**config.mk**
```make
export PLATFORM = sky130hd
export DESIGN_NAME = pipeline_ctrl
export DESIGN_NICKNAME = d
export VERILOG_FILES = /design/src/rtl/pipeline_ctrl_pkg.sv /design/src/rtl/pipeline_ctrl_fwd_select.sv /design/src/rtl/pipeline_ctrl.sv
export SDC_FILE = /design/constraint.sdc
export NUM_CORES = 1
export LEC_CHECK = 0
export ABC_AREA = 1
export CAP_MARGIN = 20
export CORE_MARGIN = 4
export CORE_UTILIZATION = 46
export DETAILED_ROUTE_END_ITERATION = 7
export PLACE_DENSITY = 0.81
export SETUP_SLACK_MARGIN = 0.02
export SLEW_MARGIN = 40
export SYNTH_ARGS = -nofsm -noshare
export SYNTH_HDL_FRONTEND = slang
export SYNTH_HIERARCHICAL = 1
export SYNTH_SLANG_ARGS = --single-unit
```
**constraint.sdc**
```tcl
create_clock -name clk -period 1.9 [get_ports clk]
set_input_delay 0.285 -clock clk [delete_from_list [all_inputs] [get_ports clk]]
set_output_delay 0.285 -clock clk [all_outputs]
set_load 0.005 [all_outputs]
```
**src/rtl/pipeline_ctrl_pkg.sv**
```systemverilog
// Shared stage indices, forwarding encoding and per-cycle control modes
// for the pipeline sequencing and hazard unit.
package pipeline_ctrl_pkg;
  localparam int STG_IF  = 0;
  localparam int STG_ID  = 1;
  localparam int STG_EXE = 2;
  localparam int FWD_RF  = 0;

  typedef enum logic [2:0] {
    MODE_HOLD,
    MODE_RUN,
    MODE_MEM,
    MODE_FLUSH,
    MODE_LDUSE
  } mode_e;
endpackage

```
**src/rtl/pipeline_ctrl_fwd_select.sv**
```systemverilog
// Priority-encodes the youngest in-flight writer of one EXE source register.
// Purely combinational; 0 selects the register file.
module fwd_select
  import pipeline_ctrl_pkg::*;
#(
  parameter int NSTAGE = 5,
  parameter int AW     = 5,
  parameter int FW     = 2
) (
  input  logic [AW-1:0]             src_i,
  input  logic                      used_i,
  input  logic [NSTAGE-1:3]         valid_i,
  input  logic [NSTAGE-1:3]         wen_i,
  input  logic [NSTAGE-1:3][AW-1:0] dest_i,
  output logic [FW-1:0]             sel_o
);

  always_comb begin
    sel_o = FW'(FWD_RF);
    // Scan oldest to youngest so the lowest matching stage wins.
    if (used_i && (src_i != '0)) begin
      for (int s = NSTAGE - 1; s >= 3; s--) begin
        if (valid_i[s] && wen_i[s] && (dest_i[s] == src_i)) begin
          sel_o = FW'(s - 2);
        end
      end
    end
  end

endmodule

```
**src/rtl/pipeline_ctrl.sv**
```systemverilog
// Pipeline sequencing and hazard unit: stage enables/clears, interlocks, flushes, forwarding.
// Controls are combinational from registered stage tags; state moves only on an advance.
module pipeline_ctrl
  import pipeline_ctrl_pkg::*;
#(
  parameter int NSTAGE   = 5,
  parameter int AW       = 5,
  parameter int LD_READY = 4,
  parameter int BR_STAGE = 3,
  localparam int FW      = $clog2(NSTAGE - 1)
) (
  input  logic              clk,
  input  logic              rst,
  input  logic              debug_en,
  input  logic              debug_step,
  input  logic [AW-1:0]     id_rs_addr,
  input  logic [AW-1:0]     id_rt_addr,
  input  logic              id_rs_used,
  input  logic              id_rt_used,
  input  logic [AW-1:0]     id_dest_addr,
  input  logic              id_wen,
  input  logic              id_is_load,
  input  logic              branch_taken,
  input  logic              mem_stall,
  output logic [NSTAGE-1:0] stage_en,
  output logic [NSTAGE-1:0] stage_rst,
  output logic [NSTAGE-1:0] stage_valid,
  output logic [FW-1:0]     fwd_a,
  output logic [FW-1:0]     fwd_b,
  output logic              load_use_stall,
  output logic              flush
);

  logic                      debug_step_q;
  logic [NSTAGE-1:0]         valid_q, valid_d;
  logic [NSTAGE-1:2][AW-1:0] dest_q, dest_d;
  logic [NSTAGE-1:2]         wen_q, wen_d, load_q, load_d;
  logic [AW-1:0]             rs_q, rs_d, rt_q, rt_d;
  logic                      rs_used_q, rs_used_d, rt_used_q, rt_used_d;
  logic [NSTAGE-1:2]         ld_hit;
  logic [NSTAGE-1:3]         fwd_wen;
  logic                      step_p, adv;
  mode_e                     mode;

  assign step_p = debug_step & ~debug_step_q;
  assign adv    = ~debug_en | step_p;

  always_comb begin
    if (!adv)                                  mode = MODE_HOLD;
    else if (mem_stall)                        mode = MODE_MEM;
    else if (branch_taken && valid_q[BR_STAGE]) mode = MODE_FLUSH;
    else if (|ld_hit)                          mode = MODE_LDUSE;
    else                                       mode = MODE_RUN;
  end

  always_comb begin
    stage_en  = '0;
    stage_rst = '0;
    if (rst) begin
      stage_rst = '1;
    end else begin
      case (mode)
        MODE_RUN: stage_en = '1;
        MODE_MEM: stage_rst[NSTAGE-1] = 1'b1;
        MODE_FLUSH: begin
          for (int i = 0; i < NSTAGE; i++) begin
            if (i >= 1 && i <= BR_STAGE) stage_rst[i] = 1'b1;
            else                         stage_en[i]  = 1'b1;
          end
        end
        MODE_LDUSE: begin
          stage_en           = '1;
          stage_en[STG_IF]   = 1'b0;
          stage_en[STG_ID]   = 1'b0;
          stage_en[STG_EXE]  = 1'b0;
          stage_rst[STG_EXE] = 1'b1;
        end
        default: ;
      endcase
    end
  end

  assign flush          = (mode == MODE_FLUSH);
  assign load_use_stall = (mode == MODE_LDUSE);
  assign stage_valid    = valid_q;

  assign valid_d[STG_IF] = adv ? 1'b1 : valid_q[STG_IF];
  assign valid_d[STG_ID] = stage_rst[STG_ID] ? 1'b0 :
                           (stage_en[STG_ID] ? valid_q[STG_IF] : valid_q[STG_ID]);

  genvar s;
  generate
    for (s = 2; s < NSTAGE; s++) begin : g_stage
      // Only loads that cannot yet supply data to EXE force an interlock.
      if (s <= LD_READY - 2) begin : g_hz
        assign ld_hit[s] = valid_q[s] & wen_q[s] & load_q[s] & (dest_q[s] != '0) &
                           ((id_rs_used & (dest_q[s] == id_rs_addr)) |
                            (id_rt_used & (dest_q[s] == id_rt_addr)));
      end else begin : g_nohz
        assign ld_hit[s] = 1'b0;
      end

      assign valid_d[s] = stage_rst[s] ? 1'b0 : (stage_en[s] ? valid_q[s-1] : valid_q[s]);

      if (s == STG_EXE) begin : g_exe
        assign dest_d[s] = stage_en[s] ? id_dest_addr : dest_q[s];
        assign wen_d[s]  = stage_en[s] ? id_wen       : wen_q[s];
        assign load_d[s] = stage_en[s] ? id_is_load   : load_q[s];
        assign rs_d      = stage_en[s] ? id_rs_addr   : rs_q;
        assign rt_d      = stage_en[s] ? id_rt_addr   : rt_q;
        assign rs_used_d = stage_en[s] ? id_rs_used   : rs_used_q;
        assign rt_used_d = stage_en[s] ? id_rt_used   : rt_used_q;
      end else begin : g_up
        assign dest_d[s]  = stage_en[s] ? dest_q[s-1] : dest_q[s];
        assign wen_d[s]   = stage_en[s] ? wen_q[s-1]  : wen_q[s];
        assign load_d[s]  = stage_en[s] ? load_q[s-1] : load_q[s];
        assign fwd_wen[s] = wen_q[s] & ~(load_q[s] & (s < LD_READY));
      end
    end
  endgenerate

  always_ff @(posedge clk or posedge rst) begin
    if (rst) begin
      debug_step_q <= 1'b0;
      valid_q      <= '0;
      dest_q       <= '0;
      wen_q        <= '0;
      load_q       <= '0;
      rs_q         <= '0;
      rt_q         <= '0;
      rs_used_q    <= 1'b0;
      rt_used_q    <= 1'b0;
    end else begin
      debug_step_q <= debug_step;
      valid_q      <= valid_d;
      dest_q       <= dest_d;
      wen_q        <= wen_d;
      load_q       <= load_d;
      rs_q         <= rs_d;
      rt_q         <= rt_d;
      rs_used_q    <= rs_used_d;
      rt_used_q    <= rt_used_d;
    end
  end

  fwd_select #(.NSTAGE(NSTAGE), .AW(AW), .FW(FW)) u_fwd_a (
    .src_i   (rs_q),
    .used_i  (rs_used_q),
    .valid_i (valid_q[NSTAGE-1:3]),
    .wen_i   (fwd_wen),
    .dest_i  (dest_q[NSTAGE-1:3]),
    .sel_o   (fwd_a)
  );

  fwd_select #(.NSTAGE(NSTAGE), .AW(AW), .FW(FW)) u_fwd_b (
    .src_i   (rt_q),
    .used_i  (rt_used_q),
    .valid_i (valid_q[NSTAGE-1:3]),
    .wen_i   (fwd_wen),
    .dest_i  (dest_q[NSTAGE-1:3]),
    .sel_o   (fwd_b)
  );

endmodule

```
==> results by group, run 1 <==
Outcome
  – Outcome: finished, violations left
  – Failing checks: negative setup slack

STA
  – Slew headroom: 78.55%
  – Worst Skew: between 0.006 and 0.007 ns
  – Minimum clock period: about 1.9 ns
  – Hold Fails Final Rpt: 0
  – Fin crit share: 100.7%
  – Slew Viols, Final: 0
  – PnR worst setup slack: -0.01420 ns
  – RSZ-0062 raised after global routing: yes
  – Least-Margin Pin Slew: 0.3218 ns
  – Final Setup Violations: 1
  – Max Fclk: ~520 MHz

Setup path
  – CP Launch Type: flop
  – CP Data Required Time: 1.62 ns
  – Arrival time worst endpoint: approximately 1.6 ns
  – Worst path cell trace: buf_4, nor3_2, nand3_1, nand2_1, inv_2, nand2_4, and3_4, buf_6
  – Slowest cell delay on critical path: around 0.45 ns
  – Worst Path Max Fanout: 5
  – CP endpoint kind: output pin
  – Worst path buffer plus inverter count: 3
  – Crit-path slowest cell: dfrtp_2
  – Crit Path Class: reg -> out
  – Top Family by Delay on Critical Path: simple AND/OR/NAND/NOR gates

Layout
  – Fillers: 322
  – Final nets: ~440
  – Area of the multi-input gates: between 1000 and 1500 µm²
  – Layout cells sized above 1: a little under a third
  – Synth-to-Final Area Change: 46.36%
  – Inserted Diodes: 0
  – Seq. cell area: between 900 and 1000 µm²
  – Post-route cell area: ~3200 µm²

Place
  – Place WS: -0.3888 ns
  – Gpl congestion: 0.9100
  – DP Wirelength: about 4200 µm
  – IO buf count: 45
  – Placed instance area: 2900 µm²

Run
  – Max_cap viols: 0

Pwr
  – Max rail drop VDD: about 460 µV
  – Final Power: about 0.0026 W
  – PwrDens: approximately 800 nW/µm²
  – Leakage: roughly 1.8 nW

Logic synthesis
  – Syn. warnings: 6
  – Top cell type's share of synthesized area: 42.91%
  – Post-synthesis net count: about 340
  – Main combinational cell family by area after synthesis: simple AND/OR/NAND/NOR gates
  – Xor-xnor portion of the synthesized cell area: under 10%
  – Synth Area in Simple Gates: a little over a third
  – Mapped Cells: between 300 and 400
  – Sequential share of the synthesized area: a little over two fifths
  – Post-synth design cell area: between 2000 and 2500 µm²
  – Yosys cell types: 22
  – Synth top area cells: dfrtp_1, nand2_1, inv_1
  – Flops & latches, synth: 38
  – Post-synth top area cell: dfrtp_1
  – Multiplexer share of the synthesized area: 0%
  – Adder-cell share of the synthesized area: 0%
  – Mapped Avg Cell Area: about 7 µm²
  – Synth Area in Compound Gates: about 7%

Clocking
  – CTS tree: built
  – Hold-fix buffers, CTS: 0
  – Clock net sink count: 38
  – CTS buffer count: 5
  – CTS clk-pin slew, worst paths: roughly 0.08 ns
  – Clock buffer depth: 2
  – Clk Latency, worst-skew pair: approximately 0.30 ns
  – Root Driver: clkbuf_8
  – H-tree Lvls: 2

Route
  – DRT Pass-1 Iters: 5
  – Via-to-Cell Ratio: between 5 and 6
  – Vias: about 2400
  – Routed Antenna Nets: 0
  – WL per Instance: around 14 µm
  – # DRC: 0
  – DRT iter0 DRCs: around 240
  – WL final: between 6000 and 7000 µm

Global route
  – Initial antenna violation count: 0
  – Total grt overflow: 0
  – Gr usage total: between 20% and 30%
  – Vias in the first global route: 2212
  – First-pass GRT wire length: between 9000 and 10000 µm
  – Largest net degree at the start of global routing: 31

Floorplan
  – IO Pins: 46
  – Starting Density: 49.19%
  – Die width: 77.41 µm
  – Die Ht: between 70 and 80 µm
  – Die area: about 6000 µm²
  – Row count: 24
  – Core Region: 4504 µm²

Hold path
  – Hold crit path type: in -> reg
-- where the power goes --
group	switching (W)	leakage (nW)	internal (W)
Clock	0.000290	0.0482	0.000293
Sequential	0.000186	0.469	0.000957
Combinational	0.000431	1.26	0.000424
-- stage by stage --
step           util (%)   TNS, ns  cells  hold WS (ns)
2_1_floorplan         -         0    318        0.2653
3_3_place_gp      64.39    -2.645    439        0.4589
6_report          72.00  -0.01420    472        0.2384
3_5_place_dp      64.39    -3.158    439        0.4609
4_1_cts           69.06  -0.06594    466        0.2370
5_1_grt           72.00   -0.4095    472        0.2445
-- cell usage in the layout, fill, tap and decap left out --
cell type and instances:
dfrtp_2 9, buf_2 6, nand3_2 1, dfrtp_1 29, inv_1 27, nor3_2 3, dlymetal6s2s_1 4, nand2_1 128
nand3_1 9, o21ai_1 8, clkdlybuf4s50_1 22, inv_2 16, nor2_8 1, clkbuf_8 6, buf_4 53, inv_4 1
xnor2_2 1, nor2_4 2, dlygate4sd2_1 10, nor2_2 4, clkinv_2 1, nand2_2 5, nand4_1 2, xor2_1 2
nand2_8 1, clkdlybuf4s15_1 2, clkbuf_1 1, nor3_1 2, nor2_1 32, o21ai_0 11, or2_2 1, nand2_4 2
clkinvlp_4 3, o21ai_2 7, and3_4 1, buf_6 4, xnor2_1 3
-- cell type report --
cell class,instances,area share (%)
tap,52,2.006
timing repair inverter,1,0.2315
multi-input combinational,226,33.41
clock buffer,7,2.662
inverter,46,5.633
sequential,38,29.67
clock inverter,1,0.1543
timing repair buffer,101,26.23
-- logic make-up (layout without fill, tap and decap cells) --
logic type | Yosys count | count (layout)
buffers and inverters | 54 | 156
DFF | 38 | 38
xor gates and xnor gates | 6 | 6
and+or+nand+nor | 194 | 194
AOI/OAI and AO/OA | 26 | 26
-- worst paths after layout --
check / start / end / slack, ns / depth (start not counted)
setup / recovery: dest_q[3]$_DFFE_PP0P_ / stage_en[0] / -0.01 / 8
hold / removal: debug_step / debug_step_q$_DFF_PP0_ / 0.24 / 1
setup reg to reg: debug_step_q$_DFF_PP0_ / load_q[3]$_DFFE_PP0P_ / 0.18 / 13
hold reg to reg: load_q[3]$_DFFE_PP0P_ / load_q[3]$_DFFE_PP0P_ / 0.48 / 2
max in group asynchronous: rst / dest_q[1]$_DFFE_PP0P_ / 0.98 / 4
min in group asynchronous: rst / dest_q[12]$_DFFE_PP0P_ / 0.51 / 4
-- flip-flops by register name (all words and copies together) (netlist names) --
name and cells:
dest_q 15, rs_q 5, rt_q 5, stage_valid 5
wen_q 3, load_q 2, debug_step_q 1, rs_used_q 1
rt_used_q 1
-- per-layer routing --
layer  global-route usage [%]  wire [µm]
met1                    24.59       2701
met2                    37.74       3349
met3                    3.935        331
met4                    9.786        187
met5                        0          0
-- synthesized netlist by cell type, drive strengths merged --
cell	number
xor2	2
o21ai	26
xnor2	4
nand2	136
nor2	39
or2	1
dfrtp	38
nor3	5
and3	1
inv	46
buf	8
nand3	10
nand4	2
-- repair_timing --
action | 4_1_cts | 5_1_grt
setup buffers | 19 | 5
setup endpoints to repair | 15 | 18
pin swaps | 13 | 23
gates cloned | 0 | 1
resized for setup | 47 | 43
(Power assumes the default switching activity.)
==> run 2, diff against run 1 <==
- SKIP_LAST_GASP: default -> 1
- TNS_END_PERCENT: default -> 10
==> run 2 against run 1 <==
  * The flow still finishes with violations (negative setup slack)
  * Routed wire length is 17% lower
  * Clock-buffer cell count unchanged
  * Clock power down 2%
  * Non-clock buffer count fell by 20
  * First-iteration DRC count decreased by 33%
  * Fmax shrank 7.9%
  * Critical endpoint unchanged
==> results by group, run 2 (synthesis results as in run 1) <==
Place
  – IO buf count: 45 (unchanged)
  – Gpl congestion: 0.9100 (unchanged)
  – Placed instance area: 2900 µm² (unchanged)
  – DP Wirelength: 4218 µm (unchanged)

Floorplan
  – Core Region: 4504 µm² (unchanged)
  – Starting Density: 49.19% (unchanged)
  – Die area: 5992 µm² (unchanged)
  – IO Pins: 46 (unchanged)
  – Row count: 24 (unchanged)
  – Die width: 77.41 µm (unchanged)
  – Die Ht: 77.41 µm (unchanged)

Global route
  – Initial antenna violation count: 0 (unchanged)
  – Gr usage total: 19.29% (was 21.16%)
  – Total grt overflow: 0 (unchanged)
  – Largest net degree at the start of global routing: 31 (unchanged)
  – First-pass GRT wire length: 9163 µm (was 9998 µm)
  – Vias in the first global route: 2086 (was 2212)

Layout
  – Final nets: 423 (was 444)
  – Synth-to-Final Area Change: 36.53% (was 46.36%)
  – Commonest non-fill, non-tap cell in the layout: nand2_1 (unchanged)
  – Max reg flops: 15 (unchanged)
  – Most frequent cells in the layout: nand2_1, nor2_1, clkdlybuf4s50_1 (was nand2_1, buf_4, nor2_1)
  – Inserted Diodes: 0 (unchanged)
  – Reg with most FFs: dest_q (unchanged)
  – Post-route cell area: 3025 µm² (was 3243 µm²)
  – Layout cells sized above 1: 18.30% (was 30.48%)

Route
  – WL per Instance: 12.08 µm (was 13.92 µm)
  – # DRC: 0 (unchanged)
  – DRT Pass-1 Iters: 4 (was 5)
  – DRT iter0 DRCs: 163 (was 242)
  – Vias: 2181 (was 2371)
  – Via-to-Cell Ratio: 4.836 (was 5.023)
  – WL final: 5447 µm (was 6569 µm)
  – Routed Antenna Nets: 0 (unchanged)

STA
  – Fin crit share: 109.4% (was 100.7%)
  – Minimum clock period: 2.079 ns (was 1.914 ns)
  – Slew headroom: 68.88% (was 78.55%)
  – Slew Viols, Final: 0 (unchanged)
  – Hold Fails Final Rpt: 0 (unchanged)
  – Worst Skew: 0.003615 ns (was 0.006577 ns)
  – Least-Margin Pin Slew: 0.4664 ns (was 0.3218 ns)
  – PnR worst setup slack: -0.1785 ns (was -0.01420 ns)
  – Setup TNS: -1.617 ns (was -0.01420 ns)
  – Final Setup Violations: 13 (was 1)
  – Max Fclk: 481.1 MHz (was 522.4 MHz)
  – RSZ-0062 raised after global routing: yes (unchanged)

Pwr
  – Psw: 0.0008193 W (was 0.0009062 W)
  – Sw Ratio: 34.02% (was 35.13%)
  – Int Power: 0.001589 W (was 0.001674 W)
  – Combinational share of power: 29.5% (was 33.1%)
  – Leakage: 1.647 nW (was 1.780 nW)
  – PwrDens: 795.9 nW/µm² (was 795.5 nW/µm²)
  – Seq pwr share: 46.8% (was 44.3%)
  – Clock power frac: 23.7% (was 22.6%)
  – Max rail drop VDD: 453.1 µV (was 459.7 µV)

Setup path
  – Reg-to-reg critical path startpoint: debug_step_q$_DFF_PP0_ (unchanged)
  – FF-to-FF path depth: 12 (was 13)
  – Arrival time worst endpoint: 1.79 ns (was 1.63 ns)
  – Worst Path Max Fanout: 5 (unchanged)
  – Worst setup path startpoint: id_rt_addr[3] (was dest_q[3]$_DFFE_PP0P_)
  – Crit Path Class: in -> out (was reg -> out)
  – CP Launch Type: primary input (was flop)
  – CP Data Required Time: 1.62 ns (about the same)
  – CP endpoint kind: output pin (unchanged)

Hold path
  – Hold crit path type: in -> async (was in -> reg)

Clocking
  – Clock buffer depth: 2 (unchanged)
  – CTS buffer count: 5 (unchanged)
  – Clk Latency, worst-skew pair: 0.29 ns (was 0.30 ns)
  – Clock net sink count: 38 (unchanged)
  – H-tree Lvls: 2 (unchanged)
  – Root Driver: clkbuf_8 (unchanged)
  – CTS tree: built (unchanged)
  – CTS clk-pin slew, worst paths: 0.07 ns (was 0.08 ns)
  – Hold-fix buffers, CTS: 0 (unchanged)

Run
  – Max_cap viols: 0 (unchanged)

Outcome
  – Failing checks: negative setup slack (unchanged)
  – Outcome: finished, violations left (unchanged)
-- run 2: changes by cell type in the layout (fill, tap and decap cells not counted), sizes merged --
cell,change
buf,-27
dlygate4sd2,-3
inv,+1
clkdlybuf4s15,-2
dlymetal6s2s,-3
clkinvlp,-2
clkdlybuf4s50,+15
-- run 2: worst max-delay path: stages --
cell and delay [ns]:
clkdlybuf4s50_1 0.49, inv_1 0.06, nand2_1 0.06, nand2_1 0.08
nor2_1 0.11, nand3_1 0.07, nand2_1 0.08, nand2_2 0.10
and3_2 0.18, dlygate4sd2_1 0.27
-- run 2: cell type report --
type	instances	area (µm²)
Multi-Input combinational cell	226	1025
Sequential cell	38	953.4
Tap cell	52	65.06
Fill cell	373	1479
Clock buffer	7	86.33
Inverter	46	176.4
Clock inverter	1	5.005
Timing Repair Buffer	81	714.4
-- run 2: power by group through the flow --
stage / Clock (W) / Sequential [W] / Combinational, W
after floorplan: 0 / 0.00109 / 0.000461
after global placement: 0 / 0.00113 / 0.000662
after detailed placement: 0 / 0.00114 / 0.000688
after CTS: 0.000586 / 0.00112 / 0.000691
after global routing: 0.000624 / 0.00115 / 0.000813
final: 0.000571 / 0.00113 / 0.000710
-- run 2: layer usage --
layer	global-route usage (%)	wire, µm
met5	0	0
met4	9.253	145
met3	3.819	279
met2	33.25	2649
met1	23.14	2372
-- run 2: worst paths after layout --
kind | slack, ns | endpoint
max | -0.18 | stage_en[0]
max reg2reg | 0.23 | dest_q[5]$_DFFE_PP0P_
min reg2reg | 0.48 | load_q[3]$_DFFE_PP0P_
min | 0.43 | debug_step_q$_DFF_PP0_
max in group asynchronous | 1.08 | dest_q[1]$_DFFE_PP0P_
min in group clk | 0.46 | debug_step_q$_DFF_PP0_
-- run 2: metrics by stage --
step / worst slack (ns) / utilization (%) / hold slack, ns / cells / power (W)
finish: -0.1785 / 67.17 / 0.4327 / 451 / 0.002408
global route: -0.2972 / 67.17 / 0.4303 / 451 / 0.002586
CTS: -0.1781 / 66.58 / 0.4252 / 449 / 0.002399
detailed placement: -0.3888 / 64.39 / 0.4609 / 439 / 0.001823
global placement: -0.3669 / 64.39 / 0.4589 / 439 / 0.001793
floorplan: 0.2126 / - / 0.2653 / 318 / 0.001548
-- run 2: repair_timing --
action / in CTS / in global routing
setup buffers: 2 / 2
endpoints found under the setup margin: 15 / 15
pin swaps: 3 / 1
gates resized for setup: 9 / 4
